===== config.mk =====
export PLATFORM = sky130hd
export DESIGN_NAME = conv_mac_array
export DESIGN_NICKNAME = d
export VERILOG_FILES = /design/src/rtl/conv_mac_array.sv
export SDC_FILE = /design/constraint.sdc
export NUM_CORES = 1
export LEC_CHECK = 0
export ABC_AREA = 1
export CAP_MARGIN = 20
export CORE_UTILIZATION = 50
export DETAILED_ROUTE_END_ITERATION = 7
export HOLD_SLACK_MARGIN = 0.02
export PLACE_DENSITY = 0.77
export SYNTH_ARGS = -nofsm -noshare
export SYNTH_HDL_FRONTEND = slang
export SYNTH_SLANG_ARGS = --single-unit
export TNS_END_PERCENT = 10

===== constraint.sdc =====
create_clock -name clock -period 14.4 [get_ports clock]
set_input_delay 2.88 -clock clock [delete_from_list [all_inputs] [get_ports clock]]
set_output_delay 2.88 -clock clock [all_outputs]
set_load 0.05 [all_outputs]

===== src/rtl/conv_mac_array.sv =====
// Multi-channel multiply-accumulate engine for window convolution.
// Emits per-channel saturated sums and a saturated gradient magnitude.
module conv_mac_array #(
    parameter int PIX_W    = 8,
    parameter int COEF_W   = 8,
    parameter int TAPS     = 9,
    parameter int CHANNELS = 2,
    parameter int ACC_W    = 24,
    parameter int OUT_W    = 9,
    parameter int MAG_W    = 8
) (
    input  logic                         clock,
    input  logic                         reset,
    input  logic                         clear,
    input  logic                         in_valid,
    output logic                         in_ready,
    input  logic [PIX_W-1:0]             in_pixel,
    input  logic [CHANNELS*COEF_W-1:0]   in_coef,
    output logic                         out_valid,
    input  logic                         out_ready,
    output logic [CHANNELS*OUT_W-1:0]    out_result,
    output logic [CHANNELS-1:0]          out_sat,
    output logic [MAG_W-1:0]             out_mag,
    output logic                         busy
);

    localparam int CNT_W = (TAPS > 1) ? $clog2(TAPS) : 1;
    localparam int SUM_W = ACC_W + $clog2(CHANNELS) + 1;
    localparam logic [CNT_W-1:0] LAST_TAP = CNT_W'(TAPS - 1);
    localparam logic signed [ACC_W-1:0] RES_MAX = {{(ACC_W-OUT_W+1){1'b0}}, {(OUT_W-1){1'b1}}};
    localparam logic signed [ACC_W-1:0] RES_MIN = {{(ACC_W-OUT_W+1){1'b1}}, {(OUT_W-1){1'b0}}};
    localparam logic [SUM_W-1:0] MAG_MAX = {{(SUM_W-MAG_W){1'b0}}, {MAG_W{1'b1}}};

    typedef enum logic [0:0] {ACCUM = 1'b0, HOLD = 1'b1} state_t;

    state_t                  state;
    logic [CNT_W-1:0]        tap_cnt;
    logic signed [ACC_W-1:0] acc      [CHANNELS];
    logic signed [ACC_W-1:0] pix_ext;
    logic signed [ACC_W-1:0] coef_ext [CHANNELS];
    logic signed [ACC_W-1:0] sum      [CHANNELS];
    logic        [ACC_W-1:0] abs_val  [CHANNELS];
    logic [CHANNELS*OUT_W-1:0] res_next;
    logic [CHANNELS-1:0]     sat_next;
    logic [SUM_W-1:0]        mag_sum;
    logic [MAG_W-1:0]        mag_next;

    // Running sums including the current beat, plus clamped results taken on the last beat.
    always_comb begin
        pix_ext  = {{(ACC_W-PIX_W){1'b0}}, in_pixel};
        res_next = '0;
        sat_next = '0;
        mag_sum  = '0;
        for (int c = 0; c < CHANNELS; c++) begin
            coef_ext[c] = {{(ACC_W-COEF_W){in_coef[c*COEF_W+COEF_W-1]}}, in_coef[c*COEF_W +: COEF_W]};
            sum[c]      = acc[c] + pix_ext * coef_ext[c];
            if (sum[c] > RES_MAX) begin
                res_next[c*OUT_W +: OUT_W] = RES_MAX[OUT_W-1:0];
                sat_next[c]                = 1'b1;
            end else if (sum[c] < RES_MIN) begin
                res_next[c*OUT_W +: OUT_W] = RES_MIN[OUT_W-1:0];
                sat_next[c]                = 1'b1;
            end else begin
                res_next[c*OUT_W +: OUT_W] = sum[c][OUT_W-1:0];
                sat_next[c]                = 1'b0;
            end
            // Magnitude uses the unclamped sums; the most negative ACC_W value cannot occur.
            if (sum[c] < $signed({ACC_W{1'b0}})) begin
                abs_val[c] = -sum[c];
            end else begin
                abs_val[c] = sum[c];
            end
            mag_sum = mag_sum + {{(SUM_W-ACC_W){1'b0}}, abs_val[c]};
        end
        if (mag_sum > MAG_MAX) begin
            mag_next = MAG_MAX[MAG_W-1:0];
        end else begin
            mag_next = mag_sum[MAG_W-1:0];
        end
    end

    // Window sequencing: accumulate TAPS beats, then hold the result until it is taken.
    always_ff @(posedge clock or posedge reset) begin
        if (reset) begin
            state      <= ACCUM;
            tap_cnt    <= '0;
            in_ready   <= 1'b1;
            out_valid  <= 1'b0;
            out_result <= '0;
            out_sat    <= '0;
            out_mag    <= '0;
            busy       <= 1'b0;
            for (int c = 0; c < CHANNELS; c++) begin
                acc[c] <= '0;
            end
        end else if (clear) begin
            state     <= ACCUM;
            tap_cnt   <= '0;
            in_ready  <= 1'b1;
            out_valid <= 1'b0;
            busy      <= 1'b0;
            for (int c = 0; c < CHANNELS; c++) begin
                acc[c] <= '0;
            end
        end else begin
            case (state)
                ACCUM: begin
                    if (in_valid) begin
                        if (tap_cnt == LAST_TAP) begin
                            out_result <= res_next;
                            out_sat    <= sat_next;
                            out_mag    <= mag_next;
                            out_valid  <= 1'b1;
                            in_ready   <= 1'b0;
                            state      <= HOLD;
                            tap_cnt    <= '0;
                            busy       <= 1'b0;
                            for (int c = 0; c < CHANNELS; c++) begin
                                acc[c] <= '0;
                            end
                        end else begin
                            tap_cnt <= tap_cnt + CNT_W'(1);
                            busy    <= 1'b1;
                            for (int c = 0; c < CHANNELS; c++) begin
                                acc[c] <= sum[c];
                            end
                        end
                    end
                end
                HOLD: begin
                    if (out_ready) begin
                        out_valid <= 1'b0;
                        in_ready  <= 1'b1;
                        state     <= ACCUM;
                    end
                end
                default: begin
                    state     <= ACCUM;
                    tap_cnt   <= '0;
                    in_ready  <= 1'b1;
                    out_valid <= 1'b0;
                    busy      <= 1'b0;
                end
            endcase
        end
    end

endmodule


==> key figures, run 1 <==
Die
  • CORE AREA: 26900 um2
  • Die Width: 167 um
  • Ports: 60
  • Die height: 167 um
  • Die area: 28100 um2
  • Initial Util: 51.0%
  • Rows: 60

Setup path
  • WP data arrival: 11.18 ns
  • Slowest-stage cell, CP: clkdlybuf4s50_1
  • Crit. End Element: flip-flop
  • Count of buffer and inverter cells on the critical path: 6
  • Worst path top cell family by delay: adder cells
  • Startpoint types: input pin
  • Critical path class: in -> reg
  • Crit path largest cell delay: 0.87 ns
  • Worst EP required: 14.66 ns
  • Critical path peak fanout: 24

Logic synthesis
  • Area leader, netlist: ha_1
  • Mux cell area share after synthesis: 0%
  • Synth cell count leaders: nand2_1 (569), inv_1 (459), ha_1 (182)
  • Synthesis Warnings: 0
  • #FFs+latches synth: 84
  • Synthesized net count: 2328
  • Avg Cell Area, Syn: 6.80 um2
  • Post-Synth Adder-Cell Area: 31.7%
  • Ys flop type: dfrtp_1
  • Synth top area share: 16.6%
  • Mapped Area: 13700 um2
  • Synth Area in Compound Gates: 6.92%
  • XOR/XNOR Fraction of Synth Area: 4.39%
  • Largest family of logic cells by synthesized area: adder cells
  • Post-synth EDFFs: 0
  • Cell with the most instances after synthesis: nand2_1
  • Netlist cell types: 43
  • Cells after synthesis: 2014
  • Simple-gate portion of the synthesized area: 27.6%
  • Synth top area cells: ha_1 (17%), nand2_1 (16%), dfrtp_1 (15%)
  • Sequential fraction of the synthesis area: 15.4%
  • Async set-reset flop share out of synthesis: 100%

Clocking
  • TritonCTS Buffers: 9
  • # H-tree levels: 3
  • Skew-Pair Late Insertion Delay: 0.36 ns
  • Postcts setup bufs: 0
  • Clk slew on worst S/H paths: 0.07 ns
  • Post-CTS Resized: 0
  • CTS sink cnt: 84
  • Worst-case clock buffer depth: 2
  • CTS tree: built
  • # hold bufs at CTS: 0
  • Root Buffer: clkbuf_16

Global routing
  • Largest net degree at the start of global routing: 58
  • Vias in the first global route: 12900
  • Initial antenna violation count: 0
  • First-pass GRT wire length: 61.6 mm
  • Tot GR Track Use: 27.4%
  • Grt ovf: 0

STA
  • Clock Skew: 0.00910 ns
  • Setup_tns: 0 ns
  • Peak Freq: 91.6 MHz
  • RSZ-0062 raised after global routing: no
  • Worst Tran Pin Value: 0.936 ns
  • Min Tclk post-route: 10.92 ns
  • Final Max Slew Viols: 0
  • Setup violators final: 0
  • Final period util: 75.8%
  • Final hold viol count: 0
  • Max-slew headroom: 37.5%

Layout
  • Antenna fix cells: 0
  • Layout area overhead: 8.88%
  • Combined area of the multi-input logic cells: 9680 um2
  • Share of layout cells above drive strength 1: 3.46%
  • Sequential cell area: 2100 um2
  • FILL cells: 2601
  • # nets final: 2359

Place
  • Port Buf Inserts: 59
  • Placer Congestion: 0.996
  • Hpwl dp: 30.2 mm

Route
  • Final WL: 36.5 mm
  • Routed wire length per instance: 15.3 um
  • DR iter-0 viols: 758
  • Via count: 12600
  • Drc violations: 0
  • Final ANT Viol Nets: 0
  • Pre-antenna DRT Iters: 6
  • DR vias/cell: 5.29

Flow run
  • Max-capacitance violation count: 0

Min path
  • Worst Hold Class: reg -> reg

Run status
  • Outcome: complete, no violations
[cell type report]
cell class              instances  area share [%]
inverters                     465            11.7
flip-flops and latches         84            14.1
repair buffers                 63            4.21
well taps                     341            2.86
clock buffers                   9            1.51
multi-input cells            1422            64.9
clock inverters                 7           0.696
[layout by cell type, fill, tap and decap left out, drive strengths merged, types with 45 or more instances in the layout]
cell type,n
ha,182
a21oi,76
xor2,50
nand3,107
nor2,156
inv,465
fa,103
o22ai,45
clkdlybuf4s50,59
dfrtp,83
nand2,584
[sequential cells by signal (all words and copies together) (netlist names)]
name        flops
acc            48
out_result     18
out_mag         8
tap_cnt         4
out_sat         2
busy            1
in_ready        1
out_valid       1
state           1
[kinds of logic after synthesis]
logic type      count (synthesis)
fa+ha+maj                     285
flops                          84
xor+xnor                       63
simple gates                  908
compound gates                166
buf+inv                       508
[layer usage]
metal / vias up / part of all wire (%) / wire [um] / global-route usage [%]
met5: - / 0 / 0 / 0
met4: 0 / 3.9 / 1440 / 11.1
met3: 99 / 5.9 / 2160 / 3.78
met2: 402 / 48 / 17400 / 47.5
met1: 5931 / 42 / 15500 / 34.2
li1: 6208 / - / - / -
[tightest hold or removal path, delay by kind of cell, from the launching register on]
kind / cells / cell delay (ns)
flops: 1 / 0.37
simple gates: 2 / 0.12
[metrics by stage]
step | hold slack (ns) | instances | setup slack (ns) | util [%] | cell area, um2
finish | 0.480 | 2391 | 3.48 | 55.5 | 14900
global route | 0.515 | 2391 | 2.90 | 55.5 | 14900
CTS | 0.484 | 2391 | 3.52 | 55.5 | 14900
detailed placement | 0.475 | 2375 | 3.17 | 54.3 | 14600
global placement | 0.470 | 2374 | 3.26 | 54.2 | 14600
floorplan | 0.519 | 2014 | 4.96 | - | 13700
[final timing paths]
path	from	end	slack, ns	cells after the start
max in group asynchronous	reset	out_result[4]	10.36	3
max	in_coef[15]	out_mag[2]	3.48	33
min reg2reg	in_ready	in_ready	0.48	2
max reg2reg	acc[6]	out_mag[2]	6.80	34
min in group asynchronous	reset	out_mag[0]	2.87	2
min	in_ready	in_ready	0.48	2
Power of run 1 is left out: the tool's default activity adds up to more than one toggle a clock period on the data nets, which glitch-free logic cannot reach.
==> run 2, diff against run 1 <==
clock period = 10.55 ns   (was 14.4 ns; I/O delays follow)
==> key figures, run 2 (synthesis gave the netlist of run 1 again) <==
Setup path
  • Startpoint types: input pin
  • Worst EP required: 10.80 ns
  • WP data arrival: 10.34 ns
  • Critical path class: in -> reg
  • Slowest-stage cell, CP: clkdlybuf4s50_1
  • Cell mode on critical path: nand2_1
  • Critical path peak fanout: 24
  • Crit path largest cell delay: 0.90 ns
  • Crit. End Element: flip-flop

Route
  • Drc violations: 0
  • Routed wire length per instance: 15.1 um
  • DR iter-0 viols: 753
  • Final WL: 36.2 mm
  • DR vias/cell: 5.23
  • Final ANT Viol Nets: 0
  • Pre-antenna DRT Iters: 6
  • Via count: 12500

Min path
  • Worst Hold Class: reg -> reg

Layout
  • Largest Register: acc
  • Share of layout cells above drive strength 1: 3.74%
  • # nets final: 2366
  • FILL cells: 2607
  • Finished Cell Area: 14900 um2
  • Most common cell after layout, fill and taps aside: nand2_1
  • Flip-flop count of the largest register after layout: 48
  • Most frequent cells in the layout: nand2_1 (569), inv_1 (458), ha_1 (182), nor2_1 (150)
  • Largest regs: acc (48), out_result (18), out_mag (8)
  • Final core occ: 55.6%
  • Antenna fix cells: 0
  • Layout area overhead: 9.15%

Die
  • Ports: 60
  • CORE AREA: 26900 um2
  • Initial Util: 51.0%
  • Die Width: 167 um
  • Die height: 167 um
  • Die area: 28100 um2
  • Rows: 60

Clocking
  • Clk slew on worst S/H paths: 0.06 ns
  • Root Buffer: clkbuf_16
  • TritonCTS Buffers: 9
  • # H-tree levels: 3
  • Postcts setup bufs: 0
  • # hold bufs at CTS: 0
  • CTS sink cnt: 84
  • Worst-case clock buffer depth: 2
  • CTS tree: built
  • Skew-Pair Late Insertion Delay: 0.36 ns
  • Post-CTS Resized: 0

Global routing
  • Vias in the first global route: 12800
  • First-pass GRT wire length: 61.0 mm
  • Grt ovf: 0
  • Largest net degree at the start of global routing: 57
  • Tot GR Track Use: 27.1%
  • Initial antenna violation count: 0

Place
  • Placed Area: 14600 um2
  • Port Buf Inserts: 59
  • Placer Congestion: 1.05
  • Hpwl dp: 30.3 mm

Flow run
  • Max-capacitance violation count: 0

STA
  • Peak Freq: 99.2 MHz
  • Final Max Slew Viols: 0
  • RSZ-0062 raised after global routing: no
  • Clock Skew: 0.0144 ns
  • Final hold viol count: 0
  • Max-slew headroom: 37.7%
  • Setup_tns: 0 ns
  • Setup violators final: 0
  • Min Tclk post-route: 10.08 ns
  • Worst Tran Pin Value: 0.934 ns
  • Final period util: 95.6%

Run status
  • Outcome: complete, no violations
-- run 2: cell types whose count changed in the layout (fill, tap and decap cells not counted), sizes merged --
| cell | before | now |
|---|---|---|
| inv | 465 | 462 |
| clkbuf | 9 | 10 |
| buf | 4 | 11 |
| clkinvlp | 0 | 2 |
-- run 2: path summary, 6_finish.rpt --
kind                         endpoint  depth (start not counted)   startpoint  slack [ns]
hold / removal               in_ready                          2     in_ready        0.48
setup / recovery           out_mag[3]                         33  in_pixel[2]        0.47
hold reg to reg              in_ready                          2     in_ready        0.48
setup reg to reg           out_mag[3]                         34       acc[6]        2.90
max in group asynchronous     acc[27]                          3        reset        7.28
min in group asynchronous  out_mag[2]                          2        reset        2.11
-- run 2: through the flow --
stage                     std cells  hold WS, ns  setup WS [ns]
final                          2398        0.484          0.465
after CTS                      2397        0.488          0.636
after detailed placement       2381        0.478          0.299
after floorplan                2014        0.519           1.88
after global routing           2398        0.513         0.0236
after global placement         2381        0.468          0.305
-- run 2: layout make-up --
type	instances	area, um2	share of cell area [%]
inverters	465	1750	11.7
flip-flops and latches	84	2100	14.1
repair buffers	70	677	4.53
multi-input cells	1422	9680	64.7
clock inverters	6	88.8	0.594
clock buffers	10	229	1.53
well taps	341	427	2.85
-- run 2: layer usage --
metal / share of wire (%) / global-route usage (%)
met1: 42 / 33.1
met2: 49 / 47.8
met3: 5.5 / 4.09
met5: 0 / 0
met4: 3.4 / 10.6
-- run 2: worst max-delay path, delay by kind of cell --
family                     cells  cell delay [ns]
adders and majority gates      7             3.20
and+or+nand+nor               15             2.27
buffers and inverters          5             1.32
AOI/OAI and AO/OA              5             1.26
xor gates and xnor gates       1             0.18
Power of run 2 is left out for the same reason.
==> run 3, diff against run 2 <==
CORE_MARGIN = 4   (was unset)
==> key figures, run 3 (synthesis gave the netlist of run 1 again) <==
Layout
  • Flip-flop count of the largest register after layout: 48
  • FILL cells: 2584
  • Layout area overhead: 9.03%
  • Most frequent cells in the layout: nand2_1 (569), inv_1 (458), ha_1 (182), nor2_1 (150)
  • Share of layout cells above drive strength 1: 3.75%
  • Largest regs: acc (48), out_result (18), out_mag (8)
  • Largest Register: acc
  • Most common cell after layout, fill and taps aside: nand2_1
  • # nets final: 2366
  • Antenna fix cells: 0

STA
  • Worst Tran Pin Value: 0.875 ns
  • Final Max Slew Viols: 0
  • Final hold viol count: 0
  • Peak Freq: 101 MHz
  • Min Tclk post-route: 9.94 ns
  • Clock Skew: 0.00835 ns
  • RSZ-0062 raised after global routing: no
  • Max-slew headroom: 41.6%
  • Setup violators final: 0
  • Setup_tns: 0 ns
  • Final period util: 94.2%

Setup path
  • Crit path largest cell delay: 0.83 ns
  • WP data arrival: 10.19 ns
  • Slowest-stage cell, CP: clkdlybuf4s50_1
  • Critical path class: in -> reg
  • Crit. End Element: flip-flop
  • Critical path peak fanout: 24
  • Cell mode on critical path: nand2_1
  • Startpoint types: input pin
  • Worst EP required: 10.80 ns

Place
  • Port Buf Inserts: 59
  • Hpwl dp: 30.1 mm
  • Placer Congestion: 0.970

Die
  • Ports: 60
  • Rows: 60
  • Die height: 173 um
  • Die area: 30100 um2
  • CORE AREA: 27000 um2
  • Die Width: 173 um
  • Initial Util: 50.8%

Flow run
  • Max-capacitance violation count: 0

Route
  • Via count: 12600
  • Pre-antenna DRT Iters: 8
  • Final ANT Viol Nets: 0
  • Final WL: 35.7 mm
  • Routed wire length per instance: 14.9 um
  • DR iter-0 viols: 865
  • Drc violations: 0
  • DR vias/cell: 5.25

Global routing
  • First-pass GRT wire length: 60.7 mm
  • Initial antenna violation count: 0
  • Met1 Use GR: 30.5%
  • Tot GR Track Use: 24.2%
  • Vias in the first global route: 12700
  • Grt ovf: 0
  • Gr busiest metal: met2
  • Largest net degree at the start of global routing: 58
  • Met2 usage: 42.6%
  • Met3 Usage GRT: 3.21%

Clocking
  • Skew-Pair Late Insertion Delay: 0.36 ns
  • Worst-case clock buffer depth: 2
  • Root Buffer: clkbuf_16
  • # H-tree levels: 3
  • Clk slew on worst S/H paths: 0.06 ns
  • CTS tree: built
  • Postcts setup bufs: 0
  • TritonCTS Buffers: 9
  • CTS sink cnt: 84

Min path
  • Worst Hold Class: reg -> reg

Run status
  • Outcome: complete, no violations
run 3: worst paths after layout:
check / from / endpoint / slack [ns] / cells after the start
max in group asynchronous: reset / acc[4] / 7.29 / 3
setup reg to reg: acc[6] / out_mag[1] / 2.95 / 34
min in group asynchronous: reset / out_mag[1] / 2.10 / 2
hold reg to reg: in_ready / in_ready / 0.48 / 2
setup / recovery: in_pixel[4] / out_mag[1] / 0.61 / 33
hold / removal: in_ready / in_ready / 0.48 / 2
run 3: layer usage:
layer  vias up  wire length (um)  part of all wire, %
met5         -                 0                    0
met4         0              1140                  3.2
met3        80              1840                  5.2
met2       356             17300                   48
met1      5918             15400                   43
li1       6236                 -                    -
run 3: through the flow:
stage          worst slack, ns  instance area (um2)  hold WS [ns]  utilization, %  cells
2_1_floorplan             1.88                13700         0.519               -   2014
3_3_place_gp             0.491                14600         0.468            54.2   2381
3_5_place_dp             0.353                14600         0.480            54.3   2382
4_1_cts                  0.706                14900         0.490            55.4   2397
5_1_grt                 0.0223                14900         0.514            55.4   2397
6_report                 0.609                14900         0.484            55.4   2397
run 3: final cells by class:
class | instances | area (um2) | area share [%]
Multi-Input combinational cell | 1422 | 9680 | 64.8
Sequential cell | 84 | 2100 | 14.1
Inverter | 465 | 1750 | 11.7
Timing Repair Buffer | 70 | 686 | 4.59
Tap cell | 341 | 427 | 2.86
Clock buffer | 10 | 239 | 1.60
Clock inverter | 5 | 52.6 | 0.352
run 3: worst max-delay path, delay by kind of cell:
family	cells	cell delay, ns
adder cells (fa/ha/maj)	7	3.16
AND/OR/NAND/NOR	14	2.17
AO/OA/AOI/OAI	6	1.30
buffers and inverters	5	1.27
XOR/XNOR	1	0.19
run 3: timing repair:
item / CTS / global route
resized for setup: 0 / 2
hold endpoints to repair: 0 / 0
hold buffers: 0 / 0
setup endpoints to repair: 0 / 8
Power of run 3 is left out for the same reason.
